## config.mk

```make
export PLATFORM = sky130hd
export DESIGN_NAME = mem_port_arbiter
export DESIGN_NICKNAME = d
export VERILOG_FILES = /design/src/rtl/mem_arb_pkg.sv /design/src/rtl/mem_arb_sel.sv /design/src/rtl/mem_port_arbiter.sv
export SDC_FILE = /design/constraint.sdc
export NUM_CORES = 1
export LEC_CHECK = 0
export CAP_MARGIN = 30
export CORE_AREA = 8 8 101 103
export DETAILED_ROUTE_END_ITERATION = 6
export DIE_AREA = 0 0 109 111
export GPL_TIMING_DRIVEN = 0
export MAX_ROUTING_LAYER = met4
export PLACE_DENSITY = 0.75
export SETUP_SLACK_MARGIN = 0.3
export SLEW_MARGIN = 30
export SYNTH_ARGS = -nofsm -noshare
export SYNTH_HDL_FRONTEND = slang
export SYNTH_SLANG_ARGS = --single-unit
```

## constraint.sdc

```tcl
create_clock -name clk -period 2.6 [get_ports clk]
set_input_delay 0.39 -clock clk [delete_from_list [all_inputs] [get_ports clk]]
set_output_delay 0.39 -clock clk [all_outputs]
set_load 0.05 [all_outputs]
```

## src/rtl/mem_arb_pkg.sv

```systemverilog
// Shared types and constants for the unified memory port arbiter.
package mem_arb_pkg;

  typedef enum logic {
    S_IDLE,
    S_WAIT
  } state_t;

  typedef enum logic {
    OWN_I,
    OWN_D
  } owner_t;

  localparam logic [3:0] BE_NONE = 4'b0000;

endpackage

```

## src/rtl/mem_arb_sel.sv

```systemverilog
// Combinational grant selection: D has priority over I unless the D streak
// has saturated while I is waiting, in which case I wins once.
module mem_arb_sel (
  input  logic i_req,
  input  logic d_req,
  input  logic streak_sat,
  input  logic can_grant,
  output logic i_gnt,
  output logic d_gnt
);

  // At most one grant, and only when the arbiter can accept a new transaction.
  always_comb begin
    i_gnt = 1'b0;
    d_gnt = 1'b0;
    if (can_grant) begin
      if (i_req && (streak_sat || !d_req)) begin
        i_gnt = 1'b1;
      end else if (d_req) begin
        d_gnt = 1'b1;
      end
    end
  end

endmodule

```

## src/rtl/mem_port_arbiter.sv

```systemverilog
// Shares one single-port memory between the instruction-fetch (I) and
// load/store (D) ports. One transaction is outstanding at a time; read data
// returns MEM_LAT cycles after the strobe and is routed to the owner.
module mem_port_arbiter
  import mem_arb_pkg::*;
#(
  parameter int unsigned A_WIDTH = 32,
  parameter int unsigned MEM_LAT = 2,
  parameter int unsigned D_MAX   = 4
) (
  input  logic               clk,
  input  logic               rst,
  input  logic               i_req,
  input  logic [A_WIDTH-1:0] i_addr,
  output logic               i_gnt,
  output logic               i_rvalid,
  output logic [31:0]        i_rdata,
  input  logic               d_req,
  input  logic               d_we,
  input  logic [A_WIDTH-1:0] d_addr,
  input  logic [31:0]        d_wdata,
  input  logic [3:0]         d_be,
  output logic               d_gnt,
  output logic               d_rvalid,
  output logic [31:0]        d_rdata,
  output logic               m_req,
  output logic               m_we,
  output logic [A_WIDTH-1:0] m_addr,
  output logic [31:0]        m_wdata,
  output logic [3:0]         m_be,
  input  logic [31:0]        m_rdata,
  output logic               busy
);

  localparam int unsigned CNT_W = (MEM_LAT > 1) ? $clog2(MEM_LAT) : 1;
  localparam int unsigned STR_W = $clog2(D_MAX + 1);

  state_t             state_q, state_d;
  owner_t             owner_q, owner_d;
  logic [CNT_W-1:0]   cnt_q, cnt_d;
  logic [STR_W-1:0]   streak_q, streak_d;

  logic resp;
  logic can_grant;
  logic streak_sat;

  // The response cycle doubles as an idle cycle so transactions can overlap.
  assign resp       = (state_q == S_WAIT) && (cnt_q == '0);
  assign can_grant  = (state_q == S_IDLE) || resp;
  assign streak_sat = (streak_q == STR_W'(D_MAX));
  assign busy       = (state_q == S_WAIT);

  mem_arb_sel u_sel (
    .i_req      (i_req),
    .d_req      (d_req),
    .streak_sat (streak_sat),
    .can_grant  (can_grant),
    .i_gnt      (i_gnt),
    .d_gnt      (d_gnt)
  );

  // State, owner, latency and streak registers with synchronous reset.
  always_ff @(posedge clk) begin
    if (!rst) begin
      state_q  <= S_IDLE;
      owner_q  <= OWN_I;
      cnt_q    <= '0;
      streak_q <= '0;
    end else begin
      state_q  <= state_d;
      owner_q  <= owner_d;
      cnt_q    <= cnt_d;
      streak_q <= streak_d;
    end
  end

  // Next-state: a new grant overrides the return to idle in the response cycle.
  always_comb begin
    state_d  = state_q;
    owner_d  = owner_q;
    cnt_d    = cnt_q;
    streak_d = streak_q;

    if ((state_q == S_WAIT) && (cnt_q != '0)) begin
      cnt_d = cnt_q - 1'b1;
    end
    if (resp) begin
      state_d = S_IDLE;
    end
    if (i_gnt || d_gnt) begin
      state_d = S_WAIT;
      owner_d = d_gnt ? OWN_D : OWN_I;
      cnt_d   = CNT_W'(MEM_LAT - 1);
    end

    if (i_gnt) begin
      streak_d = '0;
    end else if (d_gnt) begin
      if (!i_req) begin
        streak_d = '0;
      end else if (!streak_sat) begin
        streak_d = streak_q + 1'b1;
      end
    end
  end

  // Memory-side mux: only the granted port drives the strobe and its fields.
  always_comb begin
    m_req   = 1'b0;
    m_we    = 1'b0;
    m_addr  = '0;
    m_wdata = '0;
    m_be    = BE_NONE;
    if (d_gnt) begin
      m_req   = 1'b1;
      m_we    = d_we;
      m_addr  = d_addr;
      m_wdata = d_wdata;
      m_be    = d_be;
    end else if (i_gnt) begin
      m_req  = 1'b1;
      m_addr = i_addr;
    end
  end

  // Response routing: read data passes straight through to the owner only.
  always_comb begin
    i_rvalid = resp && (owner_q == OWN_I);
    d_rvalid = resp && (owner_q == OWN_D);
    i_rdata  = i_rvalid ? m_rdata : 32'h0;
    d_rdata  = d_rvalid ? m_rdata : 32'h0;
  end

endmodule

```

==> results of run 1 <==
[layout make-up]
type                            instances  area, um^2  area share
Timing Repair Buffer                  276        2600       0.615
Multi-Input combinational cell        163        1180       0.279
Tap cell                              108         135      0.0320
Buffer                                 20         133      0.0314
Sequential cell                         6         121      0.0287
Clock buffer                            3        41.3     0.00978
Inverter                                4        17.5     0.00415
[synthesized netlist by cell type]
cell type,count
nor3b_2,1
nand2_1,2
and3b_1,1
dfxtp_1,6
o31ai_1,1
nor2_1,1
a21bo_4,1
inv_1,3
o311a_1,1
or3_1,1
a21boi_0,2
nand3_1,2
o21ai_0,5
nand4_1,1
ha_1,2
buf_6,3
a21boi_2,1
clkbuf_1,9
inv_2,1
and2_1,64
and3_1,38
a22o_1,32
buf_2,8
a21oi_1,3
o221ai_1,1
a21bo_2,1
nor2_8,1
a21boi_4,1
[worst max-delay path by stage]
stage,cells after the start,from,slack [ps],to
after floorplan,3,busy,320,i_rdata[22]
after global placement,7,d_req,-540,m_addr[13]
after detailed placement,7,d_req,-550,m_addr[26]
after CTS,7,d_req,50,m_addr[15]
after global routing,8,streak_q[0],260,m_addr[24]
final,7,streak_q[0],370,m_addr[24]
[stage by stage]
| stage | util | total power, W | worst slack (ps) | instances |
|---|---|---|---|---|
| floorplan | - | 0.000697 | 317 | 193 |
| finish | 0.494 | 0.00129 | 369 | 580 |
| global route | 0.494 | 0.00134 | 259 | 580 |
| detailed placement | 0.501 | 0.00119 | -555 | 576 |
| CTS | 0.492 | 0.00129 | 51.9 | 579 |
| global placement | 0.501 | 0.00118 | -535 | 576 |
[metal layers]
layer	track usage	up-vias
met5	-	-
met2	0.322	177
li1	-	1253
met1	0.158	1137
met3	0.0453	7
met4	0.0210	0
[cell families after synthesis]
kind of cell             synth area share
AO/OA/AOI/OAI                       0.299
adder cells (fa/ha/maj)            0.0179
buffers and inverters              0.0877
flip-flops                         0.0859
AND/OR/NAND/NOR                     0.510
[layout by cell type, fill, tap and decap left out, types with 4 or more instances in the layout]
cell and count:
clkdlybuf4s50_1 135, and2_1 64, clkdlybuf4s15_2 55, buf_4 40, and3_1 38, a22o_1 32
buf_2 20, clkbuf_2 18, buf_6 9, dlygate4sd2_1 8, clkbuf_4 5, dfxtp_1 5
o21ai_0 4
[registers in the layout, indices dropped and copies added, names as in the netlist]
signal,cells
cnt_q,1
owner_q,1
busy,1
streak_q,3
[worst max-delay path: cells and delay by family (launching register included)]
kind | cells | cell delay, ps
buffers and inverters | 3 | 410
AO/OA/AOI/OAI | 2 | 500
flip-flops | 1 | 350
adder cells (fa/ha/maj) | 1 | 260
AND/OR/NAND/NOR | 1 | 90
[power by group]
part / switching, W / internal [W] / total, W / leakage (nW)
registers: 0.00000875 / 0.0000981 / 0.000107 / 0.0496
clock network: 0.0000421 / 0.0000996 / 0.000142 / 0.0216
logic: 0.000618 / 0.000420 / 0.00104 / 1.94
total: 0.000669 / 0.000617 / 0.00129 / 2.01
[timing repair]
| action | CTS | global route |
|---|---|---|
| hold buffers | 0 | 0 |
| pin swaps | 0 | 1 |
| gates resized for setup | 560 | 41 |
| endpoints found under the setup margin | 138 | 116 |
| buffers inserted | 0 | 1 |
==> reports/results.txt, run 1 <==
Status: complete, no violations
WP data required: 2210 ps
CP max stage delay: 350 ps
Nets@finish: 613
Initial antenna violation count: 0
Starting DRC count in detailed routing: 48
Cell taking the most area after synthesis: and2_1
CTS H-tree depth: 1
#FFs+latches synth: 6
HPWL after DPL: 9780 um
Syn_area_per_cell: 7.25 um^2
Input/output buffers: 275
Reg2reg end: streak_q[0]
VDD IR max: 141 uV
Met3 WL: 1070 um
Worst path slowest cell: dfxtp_1
Post-Route Setup TNS: 0 ps
CTS tree: yes
Synth warn: 0
Fin. max-slew vios: 0
Worst Hold Class: reg -> reg
Worst-case clock buffer depth: 2
Die ar.: 0.0121 mm^2
Met1 WL: 4000 um
Fin Clk Skew: 3.51 ps
Wire length on met2: 5710 um
CP Capture Type: output pin
Sequential area share after synthesis: 0.0859
GRT Resource Usage Total: 0.166
Routability cong.: 0.806
WHS Endpoint: streak_q[0]
HP Start: streak_q[0]
PD cells: 305 mW/mm^2
Hold slack: 506 ps
Clk_lat worst skew: 220 ps
Core area: 0.00855 mm^2
Rows: 34
Reg2reg start: streak_q[0]
Max Cap Viol: 0
Slew @ Worst Pin: 543 ps
TritonCTS buffer count: 3
Lkg Pwr: 2.01 nW
R2R setup slack: 1140 ps
Final setup vio count: 0
Fmax: 448 MHz
Count of cell types in the netlist: 28
Vias in the first global route: 2785
Fill count: 852
Diode count: 0
Die Span Y: 111 um
First-pass GRT wire length: 15400 um
Antenna viol nets, final: 0
Area after DPL: 0.00429 mm^2
TritonRoute pass-1 iters: 5
I/O pin total: 276
Clk slew on worst S/H paths: 40 ps
Critical Setup Path Class: reg -> out
Top cells by area, synth: and2_1 29%, a22o_1 20%, and3_1 17%
Starting Density: 0.164
Die width: 109 um
CP cell instances: inv_1 -> ha_1 -> a21boi_4 -> nor2_8 -> buf_6 -> a22o_1 -> buf_4
Remaining Overflow, GRT: 0
DR DRC count: 0
Vias post-DR: 2574
RSZ-0062 raised after global routing: true
Critical Path AT: 1840 ps
R2R depth: 6
CTS root buf: clkbuf_8
Synth Cell Area: 0.00140 mm^2
Final hold violation count: 0
Layout cells sized above 1: 0.345
Final Critical Period: 2230 ps
Worst Setup Start Kind: flip-flop
WHS Path Cells: 2
Cell count after synthesis: 193
Pin count of the biggest net entering global routing: 11
Syn nets: 332
Period utilization: 0.858
Area grow syn2layout: 202%
Crit-path max FO: 10
DRT Wirelength: 10800 um
DR top layer: met4
Vias per cell: 4.44
Final instance area: 0.00422 mm^2
# clock sinks: 6
Detailed-route wire length per cell: 18.7 um
Relative slew margins: 0.640
Synth top area share: 0.286
Power figures use the tool's default switching activity.
==> run 2: changes to the inputs <==
CTS_BUF_LIST = sky130_fd_sc_hd__clkbuf_2   (was unset)
GPL_ROUTABILITY_DRIVEN = 0   (was unset)
==> run 2 against run 1 <==
Flip-flop and latch count did not move. Wire length is 0.21% higher. Fmax rose by 1.7%. Final cell count unchanged. Critical endpoint is now m_wdata[21]. Critical path depth shrank 2. Largest power group unchanged.
==> reports/results.txt, run 2 (synthesis results as in run 1) <==
Nets@finish: 613 (unchanged)
Number of flip-flops in the largest register: 3 (unchanged)
Final Critical Period: 2190 ps (-38.0 ps)
CTS root buf: clkbuf_2
Power, Total: 0.00121 W (-5.7%)
Relative slew margins: 0.639 (about the same)
Max Cap Viol: 0 (unchanged)
Logic pwr share: 0.856 (+0.049)
Final setup vio count: 0 (unchanged)
Post-route non-filler standard cell count: 580 (unchanged)
CP cell instances: dlygate4sd2_1 -> a21boi_4 -> clkbuf_1 -> and3_1 -> clkdlybuf4s15_2
Vias per cell: 4.44 (about the same)
Die width: 109 um (unchanged)
GRT Resource Usage Total: 0.167 (+0.00109)
Sum of buffers and inverters on the critical path: 3 (unchanged)
VDD IR max: 140 uV (-1.0%)
Lkg Pwr: 1.96 nW (-2.4%)
Sequential Power Share: 0.088 (+0.005)
Worst-case clock buffer depth: 2 (unchanged)
Rows: 34 (unchanged)
Starting Density: 0.164 (unchanged)
Period utilization: 0.844 (-0.0146)
Hold slack: 510 ps (+4.45 ps)
Input/output buffers: 275 (unchanged)
Clk slew on worst S/H paths: 60 ps (+20 ps)
Worst path top cell family by delay: buffers and inverters
Vias in the first global route: 2812 (+0.97%)
TritonRoute pass-1 iters: 4 (-1)
I/O pin total: 276 (unchanged)
Worst path slowest cell: clkdlybuf4s15_2
Worst Hold Class: reg -> reg
PD cells: 283 mW/mm^2 (-7.0%)
Clk_lat worst skew: 230 ps (about the same)
Internal power: 0.000549 W (-11%)
Fill count: 841 (-1.3%)
Sw Ratio: 0.547 (+0.0273)
Layout cells sized above 1: 0.345 (unchanged)
Critical Path AT: 1800 ps (-40 ps)
Die Span Y: 111 um (unchanged)
Critical Setup Path Class: in -> out
HPWL after DPL: 9780 um (unchanged)
CP Capture Type: output pin
Leading cell type in the layout, fill and taps excluded: clkdlybuf4s50_1
DR DRC count: 0 (unchanged)
TritonCTS buffer count: 3 (unchanged)
Post-layout util: 0.500 (+0.00673)
Fin Clk Skew: 13.3 ps (+9.84 ps)
RSZ-0062 raised after global routing: false
CTS H-tree depth: 1 (unchanged)
Fmax: 456 MHz (+1.7%)
Status: complete, no violations
Commonest cells after routing, fill and taps aside: 135 x clkdlybuf4s50_1, 74 x clkdlybuf4s15_2, 64 x and2_1, 38 x and3_1, 37 x buf_4
Core area: 0.00855 mm^2 (unchanged)
Post-Route Setup TNS: 0 ps (unchanged)
WP data required: 2210 ps (about the same)
Vias post-DR: 2575 (+0.039%)
First-pass GRT wire length: 15500 um (+0.76%)
Diode count: 0 (unchanged)
Pin count of the biggest net entering global routing: 11 (unchanged)
Initial antenna violation count: 0 (unchanged)
Final hold violation count: 0 (unchanged)
Starting DRC count in detailed routing: 72 (+50%)
DRT Wirelength: 10900 um (+0.21%)
Area grow syn2layout: 206%
Clk pwr share: 0.057 (-0.053)
Crit-path max FO: 10 (unchanged)
CTS tree: yes
Switching power: 0.000664 W (-0.75%)
Die ar.: 0.0121 mm^2 (unchanged)
CP max stage delay: 380 ps (+30 ps)
Slew @ Worst Pin: 543 ps (+0.432 ps)
Worst Setup Start Kind: input pin
Detailed-route wire length per cell: 18.7 um (+0.21%)
Reg with most FFs: streak_q
Placed Cells: 576 (unchanged)
Remaining Overflow, GRT: 0 (unchanged)
# clock sinks: 6 (unchanged)
Antenna viol nets, final: 0 (unchanged)
Fin. max-slew vios: 0 (unchanged)
run 2: area by class of cell:
class | count | area [um^2] | area share
repair buffers | 276 | 2680 | 0.627
clock buffers | 3 | 15.0 | 0.00351
plain buffers | 20 | 128 | 0.0298
multi-input cells | 163 | 1180 | 0.276
well taps | 108 | 135 | 0.0316
inverters | 4 | 17.5 | 0.00409
flip-flops and latches | 6 | 121 | 0.0284
run 2: power by group through the flow:
| stage | sequential, W | combinational (W) | clock, W |
|---|---|---|---|
| after CTS | 0.000106 | 0.00104 | 0.0000724 |
| after global routing | 0.000107 | 0.00108 | 0.0000753 |
| after floorplan | 0.000109 | 0.000589 | 0 |
| after detailed placement | 0.000106 | 0.00108 | 0 |
| final | 0.000106 | 0.00104 | 0.0000687 |
| after global placement | 0.000106 | 0.00107 | 0 |
run 2: worst register-to-register path, stage by stage (launching register included):
cell      delay [ps]
dfxtp_1          350
inv_1             80
ha_2             220
a21boi_4         250
buf_4            160
o221ai_1         150
a21oi_1          150
run 2: routing by layer:
layer,vias up,track usage,part of all wire
met5,-,-,0
met4,0,0.0137,0.0013
met3,2,0.0459,0.097
met2,166,0.326,0.53
met1,1155,0.160,0.37
li1,1252,-,-
run 2: path summary, 6_finish.rpt:
check	from	end	slack (ps)	depth (start not counted)
max reg2reg	streak_q[0]	streak_q[0]	1170	6
min	streak_q[0]	streak_q[0]	510	2
max	d_req	m_wdata[21]	410	5
min reg2reg	streak_q[0]	streak_q[0]	510	2
run 2: per-stage QoR:
stage / setup slack [ps] / instance area, um^2
floorplan: 317 / 1400
global placement: -535 / 4290
detailed placement: -555 / 4290
CTS: 289 / 4290
global route: 300 / 4280
finish: 407 / 4280
run 2: timing repair:
action	in CTS	in global routing
setup buffers	0	1
hold buffers	0	0
pin swaps	0	1
resized for setup	506	47
setup endpoints to repair	138	75
